File: src/rtl/ex_mem_stage.sv
// EX->MEM pipeline register as a 2-entry skid buffer; resolves BEQ/BNE at capture. Optional EX_MEM_FWD_EN adds forwarding taps.
// Latency: one cycle into an empty buffer; otherwise the entry appears when it reaches the head slot.
// Backpressure: o_ready comes from the registered occupancy only, so one stalled cycle is absorbed with no i_ready->o_ready path.
module ex_mem_stage #(
    parameter int DATA_W = 32,
    parameter int REG_AW = 5
) (
    input  logic              i_clk,
    input  logic              i_rst_n,
    input  logic              i_valid,
    output logic              o_ready,
    input  logic [DATA_W-1:0] i_alu_res,
    input  logic              i_zflag,
    input  logic [DATA_W-1:0] i_store_data,
    input  logic [REG_AW-1:0] i_rd,
    input  logic [4:0]        i_ctrl,
    input  logic              i_beq,
    input  logic              i_bne,
    input  logic              i_flush,
    output logic              o_valid,
    input  logic              i_ready,
    output logic [DATA_W-1:0] o_alu_res,
    output logic [DATA_W-1:0] o_store_data,
    output logic [REG_AW-1:0] o_rd,
    output logic [4:0]        o_ctrl,
    output logic              o_br_taken
`ifdef EX_MEM_FWD_EN
    ,
    output logic              o_fwd_valid,
    output logic [REG_AW-1:0] o_fwd_rd,
    output logic [DATA_W-1:0] o_fwd_data
`endif
);

    typedef enum logic [1:0] {EMPTY = 2'd0, ONE = 2'd1, FULL = 2'd2} cnt_t;

    typedef struct packed {
        logic [DATA_W-1:0] alu_res;
        logic [DATA_W-1:0] store_data;
        logic [REG_AW-1:0] rd;
        logic [4:0]        ctrl;
        logic              br_taken;
    } entry_t;

    cnt_t   cnt_q, cnt_d;
    entry_t slot0_q, slot0_d;   // slot0 is always the head
    entry_t slot1_q, slot1_d;
    entry_t in_ent;
    logic   push, pop;

    always_comb begin
        in_ent            = '0;
        in_ent.alu_res    = i_alu_res;
        in_ent.store_data = i_store_data;
        in_ent.rd         = i_rd;
        in_ent.ctrl       = i_ctrl;
        in_ent.br_taken   = (i_beq & ~i_zflag) | (i_bne & i_zflag);
    end

    assign o_ready = (cnt_q != FULL);
    assign o_valid = (cnt_q != EMPTY);
    assign push    = i_valid & o_ready & ~i_flush;
    assign pop     = o_valid & i_ready;

    always_comb begin
        cnt_d   = cnt_q;
        slot0_d = slot0_q;
        slot1_d = slot1_q;
        if (i_flush) begin
            cnt_d = EMPTY;
        end else begin
            case (cnt_q)
                EMPTY: if (push) begin
                    slot0_d = in_ent;
                    cnt_d   = ONE;
                end
                ONE: begin
                    if (push && pop) begin
                        slot0_d = in_ent;
                    end else if (push) begin
                        slot1_d = in_ent;
                        cnt_d   = FULL;
                    end else if (pop) begin
                        cnt_d = EMPTY;
                    end
                end
                FULL: if (pop) begin
                    slot0_d = slot1_q;
                    cnt_d   = ONE;
                end
                default: cnt_d = EMPTY;
            endcase
        end
    end

    always_ff @(posedge i_clk or negedge i_rst_n) begin
        if (!i_rst_n) begin
            cnt_q   <= EMPTY;
            slot0_q <= '0;
            slot1_q <= '0;
        end else begin
            cnt_q   <= cnt_d;
            slot0_q <= slot0_d;
            slot1_q <= slot1_d;
        end
    end

    assign o_alu_res    = slot0_q.alu_res;
    assign o_store_data = slot0_q.store_data;
    assign o_rd         = slot0_q.rd;
    assign o_ctrl       = slot0_q.ctrl;
    assign o_br_taken   = slot0_q.br_taken;

`ifdef EX_MEM_FWD_EN
    // ctrl[4] = reg_write, ctrl[3] = mem_read; loads are not forwardable from here
    assign o_fwd_valid = o_valid & slot0_q.ctrl[4] & ~slot0_q.ctrl[3] & (slot0_q.rd != '0);
    assign o_fwd_rd    = slot0_q.rd;
    assign o_fwd_data  = slot0_q.alu_res;
`endif

endmodule

File: config.mk
export PLATFORM = sky130hd
export DESIGN_NAME = ex_mem_stage
export DESIGN_NICKNAME = d
export VERILOG_FILES = /design/src/rtl/ex_mem_stage.sv
export SDC_FILE = /design/constraint.sdc
export NUM_CORES = 1
export LEC_CHECK = 0
export CAP_MARGIN = 20
export CORE_MARGIN = 2
export CORE_UTILIZATION = 36
export CTS_CLUSTER_SIZE = 10
export DETAILED_ROUTE_END_ITERATION = 7
export GPL_ROUTABILITY_DRIVEN = 0
export HOLD_SLACK_MARGIN = 0.15
export PLACE_DENSITY_LB_ADDON = 0.05
export SLEW_MARGIN = 5
export SYNTH_ARGS = -nofsm -noshare
export SYNTH_HDL_FRONTEND = slang
export SYNTH_SLANG_ARGS = --single-unit
File: constraint.sdc
create_clock -name i_clk -period 2.4 [get_ports i_clk]
set_input_delay 0.36 -clock i_clk [delete_from_list [all_inputs] [get_ports i_clk]]
set_output_delay 0.36 -clock i_clk [all_outputs]
set_load 0.02 [all_outputs]
Word level (Yosys, flattened, before mapping) --
Cells that the tools add are included.
Storage, ports and cells: flip-flop bits (word level) 152, input bits 82, output and inout port bits 77
Cells by class: equality and inequality tests 10, muxes and demuxes 11, bitwise logic cells 9, reduce and logical (&&, ||, !) cells 7
Operators by type and width (count):
- $mux W75 | 3
- $pmux W75 S3 | 1
- $mux W2 | 6
- $ne A3 B3 Y1 const B | 3
- $ne A2 B2 Y1 const B | 4
- $reduce_and A4 Y1 | 2
- $pmux W2 S3 | 1
- $and A1 B1 Y1 | 5
- $reduce_and A5 Y1 | 1
- $ne A4 B4 Y1 const B | 1
- $not A1 Y1 | 3
- $reduce_bool A3 Y1 | 1
- $eq A2 B1 Y1 const B | 1
- $eq A2 B2 Y1 const B | 1
- $logic_not A2 Y1 | 1
- $reduce_bool A2 Y1 | 1
- $logic_and A1 B1 Y1 | 1
- $or A1 B1 Y1 | 1

Logic depth before layout (Yosys ltp) --
depth after elaboration 7, mapped depth 8, mapped depth without buffers 5

Least setup slack after synthesis --
No wires, ideal clock.
path kind flip-flop to flip-flop, start point register cnt_q[1], end point register slot1_q[47] (netlist name), library setup time 127 ps, arrival time 1470 ps, required time 2273 ps, slack 802 ps, stages on the path, launching flop included 6, clock period less this slack 1598 ps, path through dfrtp_1 -> nor2b_1 -> nor3b_2 -> buf_6 -> buf_6 -> mux2_1
Between the ends: cells in the longest elaborated chain, start to end 6, elaborated cells between the ends (all ways) 9, classes of those cells eq/ne (2); bitwise (4); reduce/logical (3)
Ends and longest elaborated chain:
- from (decl) | RTL line 45 | cnt_t cnt_q, cnt_d;
- from (signal assigned) | RTL line 102 | cnt_q <= cnt_d;
- $ne A2 B2 Y1 | RTL line 60 | assign o_ready = (cnt_q != FULL);
- $and A1 B1 Y1 (2 in series) | RTL line 62 | assign push = i_valid & o_ready & ~i_flush;
- $logic_and A1 B1 Y1 | RTL line 78 | if (push && pop) begin
- $not A1 Y1 (no source line)
- $reduce_and A4 Y1 (no source line) (*)
- to (signal assigned) | RTL line 104 | slot1_q <= slot1_d;
- to (decl) | RTL line 47 | entry_t slot1_q, slot1_d;
Mark *: on every way between the ends. The rest lies on a longest branch, timed or not. A chain may end at the register's enable or synchronous reset.

Worst setup path in the final report --
start point register cnt_q[1], end point output o_ready
Between the ends: cells in the longest elaborated chain, start to end 1
Ends and longest elaborated chain:
- $ne A2 B2 Y1 | RTL line 60
- to (decl) | RTL line 11 | output logic o_ready,
No other way between the ends.

==> key figures <==
Run status
  – Run status: finished clean

Timing
  – Worst path setup slack after routing: 0.292 ns
  – Max Slew Vio Count: 0
  – Highest Clock Rate: 474 MHz
  – Final critical delay including setup and external delays: 2.11 ns
  – Slew of the pin with the lowest slew margin: 0.584 ns
  – Number of setup violations in the final report: 0
  – Post-route fraction of the period consumed by the critical path: 87.8%
  – Final setup skew: 0.0129 ns
  – Total Negative Setup Slacks: 0 ns
  – Final count of hold timing violations: 0
  – Worst slew margin relative to its limit: 61.1%
  – RSZ-0062 raised after global routing: no

Placement
  – Pre-CTS WS: 0.146 ns
  – Number of port buffers: 158
  – Half-perimeter wire length after detailed placement: 10.3 mm
  – Dpl cell area: 0.00852 sq mm

Drt
  – Final WL: 15.6 mm
  – Sum of met3 wire segment lengths after detailed routing: 813 microns
  – Routed wirelength normalized by instance count: 16.0 microns
  – Ratio of routed vias to standard cells: 4.81
  – Number of DRC markers in iteration 0: 160
  – Number of nets with antenna violations after detailed routing: 0
  – Metal1 wirelength: 7.01 mm
  – Number of vias in the routed layout: 4,686
  – Uppermost metal layer occupied by signal nets: met4
  – DRC violation count after routing: 0
  – Router iterations before antenna repair: 4
  – Detailed-routed wire length on met2: 7.61 mm

Logic synthesis
  – Net count after synthesis: 659
  – Syn Std Cell Area: 0.00669 sq mm
  – Distinct cell type count of the synthesized netlist: 22
  – Area share of the largest cell type after synthesis: 56.8%
  – Flop and latch count out of synthesis: 152
  – Portion of the post-synthesis area used by sequential elements: 56.8%
  – Largest area contributor in the netlist: sky130_fd_sc_hd__dfrtp_1
  – Mean instance size in the synthesized netlist: 11.6 sq um
  – Yosys warns: 0
  – Number of instances in the synthesized netlist: 577
  – Synth top area cells: sky130_fd_sc_hd__dfrtp_1 57%, sky130_fd_sc_hd__mux2_2 20%, sky130_fd_sc_hd__nand2_1 13%

CTS
  – Post-cts repair resize count: 0
  – Clock tree root buffer cell: sky130_fd_sc_hd__clkbuf_16
  – # clock sinks: 152
  – CTS HTree Levels: 4
  – Number of buffers created by CTS: 17
  – Insertion delay to the later sink of the worst-skew pair: 0.42 ns
  – Clock-pin slew on the worst setup and hold paths: 0.06 ns
  – TritonCTS clock tree: yes
  – Maximum root-to-sink buffer count: 2

Layout
  – Count of antenna diodes in the layout: 0
  – Number of nets at the end of the flow: 817
  – Area of combinational cells with multiple inputs: 0.00266 sq mm
  – Area taken by flip-flops and latches: 0.00380 sq mm
  – Area overhead of the layout relative to synthesis: 35.8%
  – Cell area after layout: 0.00909 sq mm
  – End-of-flow core utilization: 50.3%
  – Fill cell instance count of the final layout: 1,591
  – Share of layout cells above drive strength 1: 22.4%

Floorplanning
  – Full die area: 0.0197 sq mm
  – Die span in y: 140 microns
  – Die Wd: 140 microns
  – Top-Level Pins: 159
  – Placeable core area: 0.0181 sq mm
  – Effective utilization at floorplan: 37.0%
  – Standard-cell row count: 49

Power and ir drop
  – Portion of total power attributed to the clock network: 31.7%
  – P_sw: 0.00218 W
  – Power per unit of standard cell area: 879 mW/mm^2
  – Leak pwr: 4.08 nW
  – Internal power component: 0.00581 W
  – Part of the total power dissipated in combinational logic: 24.0%
  – Pwr Total: 0.00799 W
  – Fraction of power spent switching nets: 27.3%
  – Sequential share of power: 44.3%
  – Worst supply voltage drop on vdd: 0.481 mV

Critical path
  – Highest fanout seen on the critical path: 6
  – Required time of the critical path: 2.04 ns
  – Worst setup SP type: register
  – Setup slack of the most critical reg-to-reg path: 0.46 ns
  – Crit path kind: register to output port
  – Arrival @ worst endpoint: 1.75 ns
  – Reg2Reg Depth: 6
  – Endpoint kind of the worst setup timing path: output port

Worst hold path
  – Count of cells along the worst hold path: 1
  – Classification of the worst-slack hold path: register to register

Run
  – Maximum Capacitance Violations: 0

Global route
  – Number of antenna violations at the first check in global routing: 0
  – Pin count of the biggest net entering global routing: 61
  – Via count of the first global-routing pass: 5,003
  – First-pass GRT wire length: 25.8 mm
  – Congestion Overflow GR: 0
  – Global-route total usage across every layer: 16.7%
worst paths after layout:
check | start | to
min in group asynchronous | i_rst_n | o_store_data[22]
worst min register to register | slot1_q[55] | slot1_q[55]
max in group asynchronous | i_rst_n | o_store_data[25]
worst min-delay path | slot1_q[55] | slot1_q[55]
worst max-delay path | cnt_q[1] | o_ready
worst max register to register | cnt_q[1] | o_alu_res[22]
critical path: stages (launching register included):
cell                              delay [ns]
sky130_fd_sc_hd__dfrtp_1                0.43
sky130_fd_sc_hd__nor2b_4                0.16
sky130_fd_sc_hd__inv_2                  0.07
sky130_fd_sc_hd__clkdlybuf4s50_1        0.68
layout make-up:
| type | count | area share [%] |
|---|---|---|
| Sequential cell | 152 | 41.8 |
| Multi-Input combinational cell | 391 | 29.3 |
| Timing Repair Buffer | 172 | 19.6 |
| Clock buffer | 17 | 4.68 |
| Tap cell | 229 | 3.15 |
| Clock inverter | 13 | 1.46 |
| Inverter | 1 | 0.0413 |
power groups by stage:
stage	Sequential [W]	Combinational [W]	Clock, W
finish	0.00354	0.00192	0.00253
global route	0.00362	0.00207	0.00272
CTS	0.00355	0.00195	0.00262
detailed placement	0.00359	0.00195	0
global placement	0.00356	0.00190	0
floorplan	0.00384	0.000710	0
Yosys cell counts:
cell type and number:
sky130_fd_sc_hd__mux2i_1 1, sky130_fd_sc_hd__nor2_1 2, sky130_fd_sc_hd__buf_2 12, sky130_fd_sc_hd__a21oi_2 1
sky130_fd_sc_hd__clkbuf_1 5, sky130_fd_sc_hd__inv_2 1, sky130_fd_sc_hd__o21a_1 1, sky130_fd_sc_hd__nand2_1 225
sky130_fd_sc_hd__buf_4 3, sky130_fd_sc_hd__nand2b_2 1, sky130_fd_sc_hd__a21oi_1 2, sky130_fd_sc_hd__nor3b_2 1
sky130_fd_sc_hd__mux2_2 116, sky130_fd_sc_hd__nor2b_1 2, sky130_fd_sc_hd__dfrtp_1 152, sky130_fd_sc_hd__o22a_1 1
sky130_fd_sc_hd__or2_2 2, sky130_fd_sc_hd__nor3_1 1, sky130_fd_sc_hd__nand3b_1 1, sky130_fd_sc_hd__buf_6 13
sky130_fd_sc_hd__mux2_1 33, sky130_fd_sc_hd__o21ai_0 1
stage by stage:
stage / cells / hold WS, ns
2_1_floorplan: 577 / 0.0644
3_3_place_gp: 944 / 0.393
3_5_place_dp: 944 / 0.392
4_1_cts: 975 / 0.489
5_1_grt: 975 / 0.506
6_report: 975 / 0.485
layout by cell type, fill, tap and decap left out:
| cell type | count |
|---|---|
| sky130_fd_sc_hd__or2_2 | 2 |
| sky130_fd_sc_hd__nor3b_4 | 1 |
| sky130_fd_sc_hd__inv_2 | 1 |
| sky130_fd_sc_hd__a21oi_1 | 2 |
| sky130_fd_sc_hd__mux2_1 | 33 |
| sky130_fd_sc_hd__nor3_1 | 1 |
| sky130_fd_sc_hd__clkinv_4 | 1 |
| sky130_fd_sc_hd__o21a_1 | 1 |
| sky130_fd_sc_hd__clkdlybuf4s50_1 | 157 |
| sky130_fd_sc_hd__buf_6 | 1 |
| sky130_fd_sc_hd__inv_6 | 1 |
| sky130_fd_sc_hd__bufinv_16 | 2 |
| sky130_fd_sc_hd__nand3b_1 | 1 |
| sky130_fd_sc_hd__nor2b_1 | 1 |
| sky130_fd_sc_hd__buf_4 | 6 |
| sky130_fd_sc_hd__nor2b_4 | 1 |
| sky130_fd_sc_hd__nand2b_2 | 1 |
| sky130_fd_sc_hd__o21ai_0 | 1 |
| sky130_fd_sc_hd__nand2_1 | 225 |
| sky130_fd_sc_hd__clkinvlp_4 | 4 |
| sky130_fd_sc_hd__dlygate4sd3_1 | 1 |
| sky130_fd_sc_hd__buf_12 | 7 |
| sky130_fd_sc_hd__dfrtp_1 | 152 |
| sky130_fd_sc_hd__clkbuf_16 | 17 |
| sky130_fd_sc_hd__nor2_1 | 2 |
| sky130_fd_sc_hd__o22a_1 | 1 |
| sky130_fd_sc_hd__mux2_2 | 116 |
| sky130_fd_sc_hd__clkinv_2 | 5 |
| sky130_fd_sc_hd__mux2i_1 | 1 |
| sky130_fd_sc_hd__a21oi_4 | 1 |
sequential cells by signal, summed over array words and instances, names as in the netlist:
register      flops
cnt_q             2
o_alu_res        32
o_br_taken        1
o_ctrl            5
o_rd              5
o_store_data     32
slot1_q          75
kinds of logic after synthesis:
kind of cell / count (synthesis) / synth area share [%]
AOI/OAI and AO/OA: 6 / 0.598
buffers and inverters: 34 / 3.76
DFF: 152 / 56.8
muxes: 150 / 25.2
and+or+nand+nor: 235 / 13.6
metal layers:
layer	up-vias	track usage, %
met5	-	0
met4	0	5.42
met3	13	4.79
met2	118	27.8
met1	2342	21.0
li1	2213	-
timing repair:
action,4_1_cts,5_1_grt
hold endpoints to repair,57,0
setup buffers,0,0
hold buffers,1,0
Note: power is estimated with default switching activity, not from simulation.
